File: src/rtl/dds_pkg.sv
// Shared DDS definitions: phase-step width and type, plus the sweep FSM state encoding.
package dds_pkg;

  localparam int DDS_PHASE_W = 32;

  typedef logic [DDS_PHASE_W-1:0] phase_t;

  typedef enum logic {
    IDLE  = 1'b0,
    SWEEP = 1'b1
  } sweep_state_e;

endpackage : dds_pkg

File: src/rtl/dds_freq_sweep_dwell_timer.sv
// Loadable down-counter that sets how long each sweep point is held.
// A load takes priority over counting; the count stops at zero.
module dwell_timer #(
  parameter int DWELL_W = 16
) (
  input  logic               clk,
  input  logic               rst,
  input  logic               load,
  input  logic               dec,
  input  logic [DWELL_W-1:0] load_val,
  output logic [DWELL_W-1:0] value,
  output logic               zero
);

  logic [DWELL_W-1:0] r_count;

  // Counter register: load, else count down toward zero.
  always_ff @(posedge clk or posedge rst) begin
    if (rst) begin
      r_count <= {DWELL_W{1'b0}};
    end else if (load) begin
      r_count <= load_val;
    end else if (dec && (r_count != {DWELL_W{1'b0}})) begin
      r_count <= r_count - {{(DWELL_W-1){1'b0}}, 1'b1};
    end else begin
      r_count <= r_count;
    end
  end

  assign value = r_count;
  assign zero  = (r_count == {DWELL_W{1'b0}});

endmodule : dwell_timer

File: src/rtl/dds_freq_sweep.sv
// Linear phase_step ramp generator feeding dds_core; single or continuous sweeps.
// Each point is held for max(dwell_cycles,1) cycles; the ramp clamps at the stop value.
module dds_freq_sweep
  import dds_pkg::*;
#(
  parameter int PHASE_W = DDS_PHASE_W,
  parameter int DWELL_W = 16
) (
  input  logic               clk,
  input  logic               rst,
  input  logic               start,
  input  logic               abort,
  input  logic               continuous,
  input  logic [PHASE_W-1:0] start_step,
  input  logic [PHASE_W-1:0] stop_step,
  input  logic [PHASE_W-1:0] step_inc,
  input  logic [DWELL_W-1:0] dwell_cycles,
  output logic [PHASE_W-1:0] phase_step,
  output logic               busy,
  output logic               done,
  output logic               wrap
);

  sweep_state_e       r_state;
  sweep_state_e       w_state_nxt;
  logic [PHASE_W-1:0] r_phase, w_phase_nxt;
  logic [PHASE_W-1:0] r_start, r_stop, r_inc;
  logic               r_cont;
  logic [DWELL_W-1:0] r_dwell_m1;
  logic               r_busy, w_busy_nxt;
  logic               r_done, w_done_nxt;
  logic               r_wrap, w_wrap_nxt;
  logic               w_latch;
  logic               w_load;
  logic [DWELL_W-1:0] w_load_val;
  logic [DWELL_W-1:0] w_dwell_m1_in;
  logic [DWELL_W-1:0] w_dwell_val;
  logic               w_dwell_zero;
  logic               w_dec;
  logic [PHASE_W-1:0] w_first_in;
  logic [PHASE_W-1:0] w_first_lat;
  logic [PHASE_W:0]   w_sum;
  logic [PHASE_W-1:0] w_next_step;

  // A dwell of 0 behaves as 1, so the reload value is never below zero.
  assign w_dwell_m1_in = (dwell_cycles == {DWELL_W{1'b0}}) ? {DWELL_W{1'b0}}
                       : dwell_cycles - {{(DWELL_W-1){1'b0}}, 1'b1};

  // A start above stop collapses the sweep to the single stop point.
  assign w_first_in  = (start_step > stop_step) ? stop_step : start_step;
  assign w_first_lat = (r_start > r_stop) ? r_stop : r_start;

  // Carry out or a zero increment both force the stop value, so the ramp cannot wrap or stall.
  assign w_sum       = {1'b0, r_phase} + {1'b0, r_inc};
  assign w_next_step = ((r_inc == {PHASE_W{1'b0}}) || w_sum[PHASE_W] ||
                        (w_sum[PHASE_W-1:0] >= r_stop)) ? r_stop : w_sum[PHASE_W-1:0];

  assign w_dec = (r_state == SWEEP) && (w_dwell_val != {DWELL_W{1'b0}});

  dwell_timer #(.DWELL_W(DWELL_W)) u_dwell_timer (
    .clk      (clk),
    .rst      (rst),
    .load     (w_load),
    .dec      (w_dec),
    .load_val (w_load_val),
    .value    (w_dwell_val),
    .zero     (w_dwell_zero)
  );

  // Next-state and next-output logic for the sweep FSM.
  always_comb begin
    w_state_nxt = r_state;
    w_phase_nxt = r_phase;
    w_busy_nxt  = r_busy;
    w_done_nxt  = 1'b0;
    w_wrap_nxt  = 1'b0;
    w_latch     = 1'b0;
    w_load      = 1'b0;
    w_load_val  = r_dwell_m1;
    case (r_state)
      IDLE: begin
        if (start && !abort) begin
          w_latch     = 1'b1;
          w_phase_nxt = w_first_in;
          w_busy_nxt  = 1'b1;
          w_load      = 1'b1;
          w_load_val  = w_dwell_m1_in;
          w_state_nxt = SWEEP;
        end else begin
          w_busy_nxt  = 1'b0;
        end
      end
      SWEEP: begin
        if (abort) begin
          w_state_nxt = IDLE;
          w_busy_nxt  = 1'b0;
        end else if (!w_dwell_zero) begin
          w_phase_nxt = r_phase;
        end else if (r_phase != r_stop) begin
          w_phase_nxt = w_next_step;
          w_load      = 1'b1;
        end else if (!r_cont) begin
          w_state_nxt = IDLE;
          w_busy_nxt  = 1'b0;
          w_done_nxt  = 1'b1;
        end else begin
          w_phase_nxt = w_first_lat;
          w_wrap_nxt  = 1'b1;
          w_load      = 1'b1;
        end
      end
      default: begin
        w_state_nxt = IDLE;
        w_busy_nxt  = 1'b0;
      end
    endcase
  end

  // State, output and latched-setup registers.
  always_ff @(posedge clk or posedge rst) begin
    if (rst) begin
      r_state    <= IDLE;
      r_phase    <= {PHASE_W{1'b0}};
      r_busy     <= 1'b0;
      r_done     <= 1'b0;
      r_wrap     <= 1'b0;
      r_start    <= {PHASE_W{1'b0}};
      r_stop     <= {PHASE_W{1'b0}};
      r_inc      <= {PHASE_W{1'b0}};
      r_cont     <= 1'b0;
      r_dwell_m1 <= {DWELL_W{1'b0}};
    end else begin
      r_state <= w_state_nxt;
      r_phase <= w_phase_nxt;
      r_busy  <= w_busy_nxt;
      r_done  <= w_done_nxt;
      r_wrap  <= w_wrap_nxt;
      if (w_latch) begin
        r_start    <= start_step;
        r_stop     <= stop_step;
        r_inc      <= step_inc;
        r_cont     <= continuous;
        r_dwell_m1 <= w_dwell_m1_in;
      end else begin
        r_start    <= r_start;
        r_stop     <= r_stop;
        r_inc      <= r_inc;
        r_cont     <= r_cont;
        r_dwell_m1 <= r_dwell_m1;
      end
    end
  end

  assign phase_step = r_phase;
  assign busy       = r_busy;
  assign done       = r_done;
  assign wrap       = r_wrap;

endmodule : dds_freq_sweep

File: config.mk
export PLATFORM = sky130hd
export DESIGN_NAME = dds_freq_sweep
export DESIGN_NICKNAME = d
export VERILOG_FILES = /design/src/rtl/dds_pkg.sv /design/src/rtl/dds_freq_sweep_dwell_timer.sv /design/src/rtl/dds_freq_sweep.sv
export SDC_FILE = /design/constraint.sdc
export NUM_CORES = 1
export LEC_CHECK = 0
export CAP_MARGIN = 20
export CORE_MARGIN = 2
export CORE_UTILIZATION = 57
export CTS_CLUSTER_DIAMETER = 80
export DETAILED_ROUTE_END_ITERATION = 6
export PLACE_DENSITY = 0.82
export SLEW_MARGIN = 20
export SYNTH_ARGS = -nofsm -noshare
export SYNTH_HDL_FRONTEND = slang
export SYNTH_SLANG_ARGS = --single-unit
File: constraint.sdc
create_clock -name clk -period 8.25 [get_ports clk]
set_input_delay 2.475 -clock clk [delete_from_list [all_inputs] [get_ports clk]]
set_output_delay 2.475 -clock clk [all_outputs]
set_load 0.02 [all_outputs]
# Word-level counts from Yosys, hierarchy flattened
# Cells that the tools add are included.
# word_totals
regBits	165
input_bits	117
word_cells	77
# classes
add_sub_neg	3
order_cmp	3
eq_ne	8
n_mux	38
bitwise_logic	1
reduce_logical	13
# op_table
operator	n
32-bit two-way mux	8
16-bit two-way mux	5
32-bit > comparator	2
32-bit one-hot mux with 2 select lines	1
32-bit by 32-bit adder with 33-bit output	1
32-bit >= comparator	1
16-bit zero test	2
32-bit zero test	1
32-bit inequality test	1
16-bit by 1-bit subtractor with 16-bit output (second input constant)	2
1-bit two-way mux	21
16-bit nonzero test	1
3-bit inequality test (second input constant)	2
1-bit one-hot mux with 2 select lines	3
2-bit inequality test (second input constant)	2
4-bit AND reduction	1
1-bit logical AND	3
3-bit by 1-bit inequality test with 1-bit output (second input constant)	1
3-bit by 2-bit inequality test with 1-bit output (second input constant)	1
3-bit AND reduction	1
1-bit logical OR	2
2-bit by 1-bit inequality test with 1-bit output (second input constant)	1
2-bit nonzero test	1
1-bit zero test	1
1-bit NOT	1

# Longest topological paths before layout
# Gate-level depths: netlist (run 1).
# depth
ltp_word	8
depth_mapped	21
ltp_nobuf	20

# By module
# From an unflattened synthesis (run 1), not the netlist that was laid out.
# unflattened
hier_cells	1562
hier_area_um2	12703.4
# by_module_without_submodules
mod	n_inst	cells_each	area_each_um2	seq_area_each_um2
dds_freq_sweep	1	1439	11646.2	3728.6
dwell_timer	1	123	1057.3	400.4

# Worst setup path after synthesis (run 1)
# No wires, ideal clock.
# synth_timing
path_type	input to register
from	in stop_step[30]
to	reg r_phase[30], in the netlist phase_step[30]
setup_time_ns	0.066
t_arrival_ns	4.926
t_required_ns	8.184
slack_ns	3.258
path_stages	11
n_path_buf	0
cell_sequence	inv_1 -> ha_1 -> nand4_1 -> or3_1 -> or4_1 -> a31oi_2 -> o22ai_4 -> mux2i_1 -> a22o_1 -> o31ai_1 -> o31a_1
# synth_between
elab_chain_cells	4
# synth_rtl
element	line_no	text
from (decl)	dds_freq_sweep.sv:15	input logic [PHASE_W-1:0] stop_step,
32-bit > comparator	dds_freq_sweep.sv:50	assign w_first_in = (start_step > stop_step) ? stop_step : start_step;
32-bit two-way mux (*)	dds_freq_sweep.sv:50	
32-bit two-way mux (*)	dds_freq_sweep.sv:82	if (start && !abort) begin
32-bit one-hot mux with 2 select lines (*)	dds_freq_sweep.sv:80	case (r_state)
to (signal assigned)	dds_freq_sweep.sv:123	r_phase <= {PHASE_W{1'b0}};
to (signal assigned)	dds_freq_sweep.sv:134	r_phase <= w_phase_nxt;
to (decl)	dds_freq_sweep.sv:26	logic [PHASE_W-1:0] r_phase, w_phase_nxt;
# Mark *: on every way between the ends. The rest lies on a longest branch, timed or not. The select of a mux whose other input is x is not followed.
# A chain may end at the register's enable or synchronous reset.

# Worst setup path in the final report (run 1)
# layout_timing
from	in stop_step[30]
to	reg r_phase[0], in the netlist phase_step[0]
# layout_between
elab_chain_cells	4
# layout_rtl
element	line_no
32-bit > comparator	dds_freq_sweep.sv:50
32-bit two-way mux	dds_freq_sweep.sv:50
32-bit two-way mux	dds_freq_sweep.sv:82
32-bit one-hot mux with 2 select lines	dds_freq_sweep.sv:80
# Every way passes these cells. The select of a mux whose other input is x is not followed.

==> impl_metrics.ini, run 1 <==
[critical_path]
start_to_end_type_of_the_worst_setup_path = input port to flop
setup.worst_path.end_class = flop
r2r_cells = 21
cp.required_ns = 8.61
worst_setup_path_start_kind = input port
cp_data_arrival_time_ns = 6.00
worst-path-max-fanout = 52

[placed_design]
detailed_place_hpwl_um = 28700
place_area_um2 = 13800
place_ws_ns = 2.24
post_place_cells = 1867
place_congestion = 0.938
io_buffers = 151

[sta]
setup_slack_ns = 2.61
slew-limit-headroom = 0.349
timing_max_transition_violations_final = 0
post-route-period-util = 0.684
timing_hold_violations_final = 0
final.setup.tns_ns = 0
fmax_mhz = 177
finalSetupViolCount = 0
worst-slew-pin-transition_ns = 0.976
finalClockSkew_ns = 0.0102
unrepaired_setup_endpoints_after_global_routing = no
post-route-min-period_ns = 5.64

[pwr]
powerDensity_nw_per_um2 = 304
power.static_leakage_nw = 6.58
total_power_mw = 4.38
vdd_drop_max_v = 0.000180

[route]
vias_per_cell = 6.22
drt_wl_total_um = 37900
ant_nets = 0
post-route-drc-count = 0
drtPass1Iterations = 5
routedWlPerCell_um = 20.0
drt_iter0_markers = 1494
num_vias = 11805

[synth]
synth_area_leaders = sky130_fd_sc_hd__dfrtp_1, sky130_fd_sc_hd__ha_1, sky130_fd_sc_hd__nand2_1
synth_edf_count = 0
synth_xor_xnor_area_share = 0.0566
postSynthNetCount = 1737
compound_cell_area_share_of_the_yosys_netlist = 0.190
syn-cell-area_um2 = 12100
synthSimpleGateAreaFrac = 0.215
main_combinational_cell_family_by_area_after_synthesis = simple AND/OR/NAND/NOR gates
register_area_share_after_synthesis = 0.342
yosysTopAreaCell = sky130_fd_sc_hd__dfrtp_1
avgSynthCellArea_um2 = 8.11
postSynthRegisterBits = 165
yosysTopAreaCellShare = 0.342
adder_cell_fraction_of_synth_area = 0.137
yosys-mux-area-fraction = 0.0104
synth_flop_cell = sky130_fd_sc_hd__dfrtp_1
synthesis.instances = 1488
async_sr_flop_fraction = 1.00
synth.lib_cells_used.distinct = 78
synthesis.yosys.warnings = 0

[global_route]
grt_antenna_before_repair = 0
grt_max_degree = 79
grt_pass1_wl_um = 58900
via_count_of_the_first_global_routing_pass = 11050
grt.overflow.total = 0
total_routing_usage_gr = 0.340

[outcome]
outcome = finished, final reports clean

[floorplan]
core.rowCount = 53
die_x_um = 150
die-area_um2 = 22400
floorplan.die.height_um = 150
io-pin-count = 152
core_area_um2 = 20900
initial_utilization = 0.578

[cts]
cts_repair_resize_count = 0
clkSinkCount = 165
clk_transition_reported_paths_ns = 0.06
numCtsBuffers = 17
clkLatencyLatePin_ns = 0.44
post_cts.repair.setup_buffers = 0
hold_buffers = 0
clock_tree.buffer_depth = 2
cts_tree = built
htree_num_levels = 4
root_buffer = sky130_fd_sc_hd__clkbuf_16

[finish]
final_layout_size_suffix_gt1_frac = 0.0400
nNetsFinal = 1860
postLayoutCellArea_um2 = 14400
antenna-diode-count = 0
syn_to_final_growth_pct = 19.1
instances_no_fill = 1899

[job]
max_cap_viol_count = 0

[min_path]
cells_on_worst_hold_path = 1
worstHoldPathType = flop to flop
[final cells by class]
| cell class | instances | area (um2) |
|---|---|---|
| clock buffer | 22 | 484 |
| clock inverter | 10 | 120 |
| fill | 1725 | 6510 |
| inverter | 88 | 335 |
| multi-input combinational | 1178 | 7380 |
| sequential | 165 | 4130 |
| tap | 275 | 344 |
| timing repair buffer | 161 | 1590 |
[layout by cell type, fill, tap and decap left out, types with 6 or more instances in the layout]
cell,instances
sky130_fd_sc_hd__buf_4,10
sky130_fd_sc_hd__nor3_1,18
sky130_fd_sc_hd__xor2_1,16
sky130_fd_sc_hd__ha_1,131
sky130_fd_sc_hd__inv_1,86
sky130_fd_sc_hd__a211oi_1,8
sky130_fd_sc_hd__nor2_1,52
sky130_fd_sc_hd__nand2_1,392
sky130_fd_sc_hd__nand3_1,21
sky130_fd_sc_hd__a21o_1,23
sky130_fd_sc_hd__o21ai_0,113
sky130_fd_sc_hd__a31oi_1,6
sky130_fd_sc_hd__xnor2_1,62
sky130_fd_sc_hd__dfrtp_1,165
sky130_fd_sc_hd__a41oi_1,21
sky130_fd_sc_hd__clkdlybuf4s50_1,151
sky130_fd_sc_hd__nor4_1,22
sky130_fd_sc_hd__o22ai_1,24
sky130_fd_sc_hd__and2_1,8
sky130_fd_sc_hd__and3_1,6
sky130_fd_sc_hd__a21oi_1,94
sky130_fd_sc_hd__o21a_1,7
sky130_fd_sc_hd__clkbuf_16,17
sky130_fd_sc_hd__mux2i_1,8
sky130_fd_sc_hd__nand4_1,38
[stage by stage]
stage               utilization  hold WS (ns)
floorplan                     -         0.446
global placement          0.660         0.458
detailed placement        0.660         0.469
CTS                       0.688         0.482
global route              0.689         0.501
finish                    0.689         0.480
[flip-flops by register name, indices dropped and copies added, names as in the netlist]
name / count
r_start: 32
u_dwell_timer.value: 16
r_cont: 1
busy: 1
phase_step: 32
wrap: 1
r_dwell_m1: 16
done: 1
r_inc: 32
r_state: 1
r_stop: 32
[worst max-delay path, stage by stage]
cell	delay, ns
sky130_fd_sc_hd__clkdlybuf4s50_1	0.51
sky130_fd_sc_hd__inv_1	0.06
sky130_fd_sc_hd__ha_1	0.31
sky130_fd_sc_hd__nand4_1	0.14
sky130_fd_sc_hd__or3_1	0.41
sky130_fd_sc_hd__or4_1	0.61
sky130_fd_sc_hd__o22ai_4	0.30
sky130_fd_sc_hd__buf_4	0.48
sky130_fd_sc_hd__nor2_1	0.07
sky130_fd_sc_hd__a21oi_1	0.32
sky130_fd_sc_hd__o22ai_1	0.14
sky130_fd_sc_hd__a21oi_1	0.16
[per-layer routing]
| metal | wire, um | up-vias | part of all wire | GRT usage |
|---|---|---|---|---|
| li1 | - | 5495 | - | - |
| met1 | 16200 | 5564 | 0.43 | 0.482 |
| met2 | 16800 | 663 | 0.44 | 0.517 |
| met3 | 3650 | 83 | 0.096 | 0.0595 |
| met4 | 1340 | 0 | 0.035 | 0.136 |
| met5 | 0 | - | 0 | 0 |
[where the power goes]
group	switching [mW]	internal, mW
Sequential	0.235	0.988
Combinational	1.40	0.919
Clock	0.349	0.480
[worst paths after layout]
| check | from | to | slack, ns |
|---|---|---|---|
| min in group asynchronous | rst | r_inc[15] | 2.46 |
| setup reg to reg | phase_step[0] | phase_step[1] | 2.77 |
| hold reg to reg | r_dwell_m1[7] | r_dwell_m1[7] | 0.48 |
| max in group asynchronous | rst | r_inc[16] | 4.59 |
| hold / removal | r_dwell_m1[7] | r_dwell_m1[7] | 0.48 |
| setup / recovery | stop_step[30] | phase_step[0] | 2.61 |
[kinds of logic after synthesis]
kind of cell             count (synthesis)
adder cells (fa/ha/maj)                132
XOR/XNOR                                78
AO/OA/AOI/OAI                          362
flip-flops                             165
multiplexers                            12
buffers and inverters                  145
AND/OR/NAND/NOR                        594
[Yosys cell counts (6+ instances only)]
master	n
sky130_fd_sc_hd__nor4_1	22
sky130_fd_sc_hd__nor3_1	18
sky130_fd_sc_hd__mux2i_1	8
sky130_fd_sc_hd__and3_1	7
sky130_fd_sc_hd__xor2_1	16
sky130_fd_sc_hd__nand4_1	38
sky130_fd_sc_hd__a41oi_1	21
sky130_fd_sc_hd__nand3_1	22
sky130_fd_sc_hd__o21a_1	7
sky130_fd_sc_hd__a31oi_1	6
sky130_fd_sc_hd__o22ai_1	24
sky130_fd_sc_hd__nand2_1	392
sky130_fd_sc_hd__ha_1	131
sky130_fd_sc_hd__and2_1	8
sky130_fd_sc_hd__a21oi_1	94
sky130_fd_sc_hd__nor2_1	52
sky130_fd_sc_hd__xnor2_1	62
sky130_fd_sc_hd__o21ai_0	113
sky130_fd_sc_hd__dfrtp_1	165
sky130_fd_sc_hd__a211oi_1	8
sky130_fd_sc_hd__a21o_1	23
sky130_fd_sc_hd__inv_1	87
sky130_fd_sc_hd__clkbuf_1	47
Power figures use the tool's default switching activity.
==> run 2, diff against run 1 <==
clock period = 5.4 ns   (was 8.25 ns; I/O delays follow)
==> run 2 against run 1 <==
Compared with the run above:
- register-to-register slack lost 2.3 ns
- clock-buffer cell count is the same
- wire length grew 2.1%
- worst setup slack lost 2.2 ns
- critical path depth grew 8
- critical endpoint is now phase_step[20]
- largest cell class unchanged
==> impl_metrics.ini, run 2 (synthesis results as in run 1) <==
[critical_path]
cp_data_arrival_time_ns = 5.26
critical_path.reg2reg.endpoint = phase_step[20]
worst-r2r-setup-slack_ns = 0.43
worst_setup_path_start_kind = flop
r2r_cells = 20
setup.worst_path.end_class = flop
worstReg2RegStart = phase_step[0]
start_to_end_type_of_the_worst_setup_path = flop to flop
cp.required_ns = 5.69
cp_slowest_cell = sky130_fd_sc_hd__fa_1
max_stage_delay_ns = 0.44
worstPathCellList = ha_1 > fa_1 > a211oi_2 > nor4_2 > o21ai_1 > nand3_2 > a41o_1 > a21boi_1 > o21ai_0 > xor2_1 > ha_1 > a21oi_1 > nand2_1 > a22o_1 > a211oi_1 > o2111ai_1 > nor2_1 > mux2_2 > a222oi_1 > a21oi_1
worst-path-max-fanout = 5

[route]
ant_nets = 0
num_vias = 11910
drtPass1Iterations = 6
vias_per_cell = 6.24
drt_wl_total_um = 38700
drt_iter0_markers = 1567
post-route-drc-count = 0
routedWlPerCell_um = 20.3

[finish]
postLayoutCellArea_um2 = 14500
layout_commonest_cell = sky130_fd_sc_hd__nand2_1
antenna-diode-count = 0
syn_to_final_growth_pct = 20.5
final_cell_mix = sky130_fd_sc_hd__nand2_1, sky130_fd_sc_hd__dfrtp_1, sky130_fd_sc_hd__clkdlybuf4s50_1
final_layout_size_suffix_gt1_frac = 0.0459
nNetsFinal = 1871

[placed_design]
place_ws_ns = 0.235
detailed_place_hpwl_um = 29400
place_area_um2 = 13900
io_buffers = 151
place_congestion = 0.999

[sta]
finalHoldWorstSlack_ns = 0.494
timing_hold_violations_final = 0
setup_slack_ns = 0.429
finalClockSkew_ns = 0.00839
post-route-period-util = 0.921
worst-slew-pin-transition_ns = 0.848
fmax_mhz = 201
post-route-min-period_ns = 4.97
finalSetupViolCount = 0
timing_max_transition_violations_final = 0
unrepaired_setup_endpoints_after_global_routing = no
slew-limit-headroom = 0.433
final.setup.tns_ns = 0

[floorplan]
core_area_um2 = 20900
die_x_um = 150
io-pin-count = 152
core.rowCount = 53
floorplan.die.height_um = 150
die-area_um2 = 22400
initial_utilization = 0.578

[pwr]
total_power_mw = 6.82
vdd_drop_max_v = 0.000283
powerDensity_nw_per_um2 = 469
power.static_leakage_nw = 6.66

[global_route]
grt-busiest-layer = met2
grt.met1_usage = 0.484
grt_max_degree = 78
grt_pass1_wl_um = 60800
grt.overflow.total = 0
via_count_of_the_first_global_routing_pass = 11463
groute.layer.met3.usage = 0.0729
grt_antenna_before_repair = 0
grt_use_met2 = 0.556
total_routing_usage_gr = 0.351

[cts]
clkLatencyLatePin_ns = 0.44
htree_num_levels = 4
root_buffer = sky130_fd_sc_hd__clkbuf_16
clock_tree.buffer_depth = 2
numCtsBuffers = 17
post_cts.repair.setup_buffers = 0
clk_transition_reported_paths_ns = 0.06
clkSinkCount = 165
cts_tree = built

[outcome]
outcome = finished, final reports clean

[min_path]
cells_on_worst_hold_path = 2
hold_path.startpoint = r_dwell_m1[12]
worstHoldPathType = flop to flop
hold_path_end = r_dwell_m1[12]

[job]
max_cap_viol_count = 0
run 2: changes by cell type in the layout (fill, tap and decap cells not counted), moves of 2 or more:
cell                        delta
sky130_fd_sc_hd__buf_12        +4
sky130_fd_sc_hd__buf_4         +7
sky130_fd_sc_hd__bufinv_16     +2
sky130_fd_sc_hd__clkbuf_1      +2
sky130_fd_sc_hd__clkbuf_8      -2
sky130_fd_sc_hd__clkinv_4      -2
sky130_fd_sc_hd__inv_6         -2
run 2: area by class of cell:
cell class                 count  area [um2]
sequential                   165        4130
timing repair buffer         172        1720
multi-input combinational   1178        7410
tap                          275         344
fill                        1720        6340
clock inverter                 8         149
clock buffer                  22         464
inverter                      88         334
run 2: critical path: cells and delay by family, from the launching register on:
| kind | cells | cell delay, ns |
|---|---|---|
| adder cells (fa/ha/maj) | 3 | 1.01 |
| AO/OA/AOI/OAI | 11 | 2.27 |
| flip-flops | 1 | 0.42 |
| AND/OR/NAND/NOR | 4 | 0.52 |
| XOR/XNOR | 1 | 0.25 |
| multiplexers | 1 | 0.35 |
run 2: how the worst max path moves through the flow:
stage / depth (start not counted) / startpoint / slack (ns) / to
global placement: 20 / phase_step[0] / 0.35 / phase_step[20]
finish: 20 / phase_step[0] / 0.43 / phase_step[20]
global route: 18 / phase_step[0] / 0.04 / phase_step[20]
CTS: 20 / phase_step[0] / 0.21 / phase_step[20]
detailed placement: 20 / phase_step[0] / 0.24 / phase_step[20]
floorplan: 20 / phase_step[0] / 0.48 / phase_step[20]
run 2: metrics by stage:
stage | cells | util
after floorplan | 1488 | -
after global placement | 1878 | 0.666
after detailed placement | 1878 | 0.666
after CTS | 1908 | 0.695
after global routing | 1908 | 0.696
final | 1908 | 0.696
run 2: metal layers:
metal  wire, um  share of wire
met1      16300           0.42
met2      17300           0.45
met3       3980           0.10
met4       1120          0.029
met5          0              0
run 2: what timing repair did:
| action | 4_1_cts | 5_1_grt |
|---|---|---|
| resized for setup | 0 | 7 |
| hold buffers | 0 | 0 |
| setup endpoints to repair | 0 | 29 |
| endpoints found under the hold margin | 0 | 0 |
run 2: power breakdown:
group | total (mW) | switching, mW | internal (mW) | leakage [nW]
sequential | 1.86 | 0.345 | 1.51 | 2.01
clock | 1.31 | 0.512 | 0.795 | 0.293
combinational | 3.66 | 2.19 | 1.47 | 4.35
total | 6.82 | 3.05 | 3.78 | 6.66
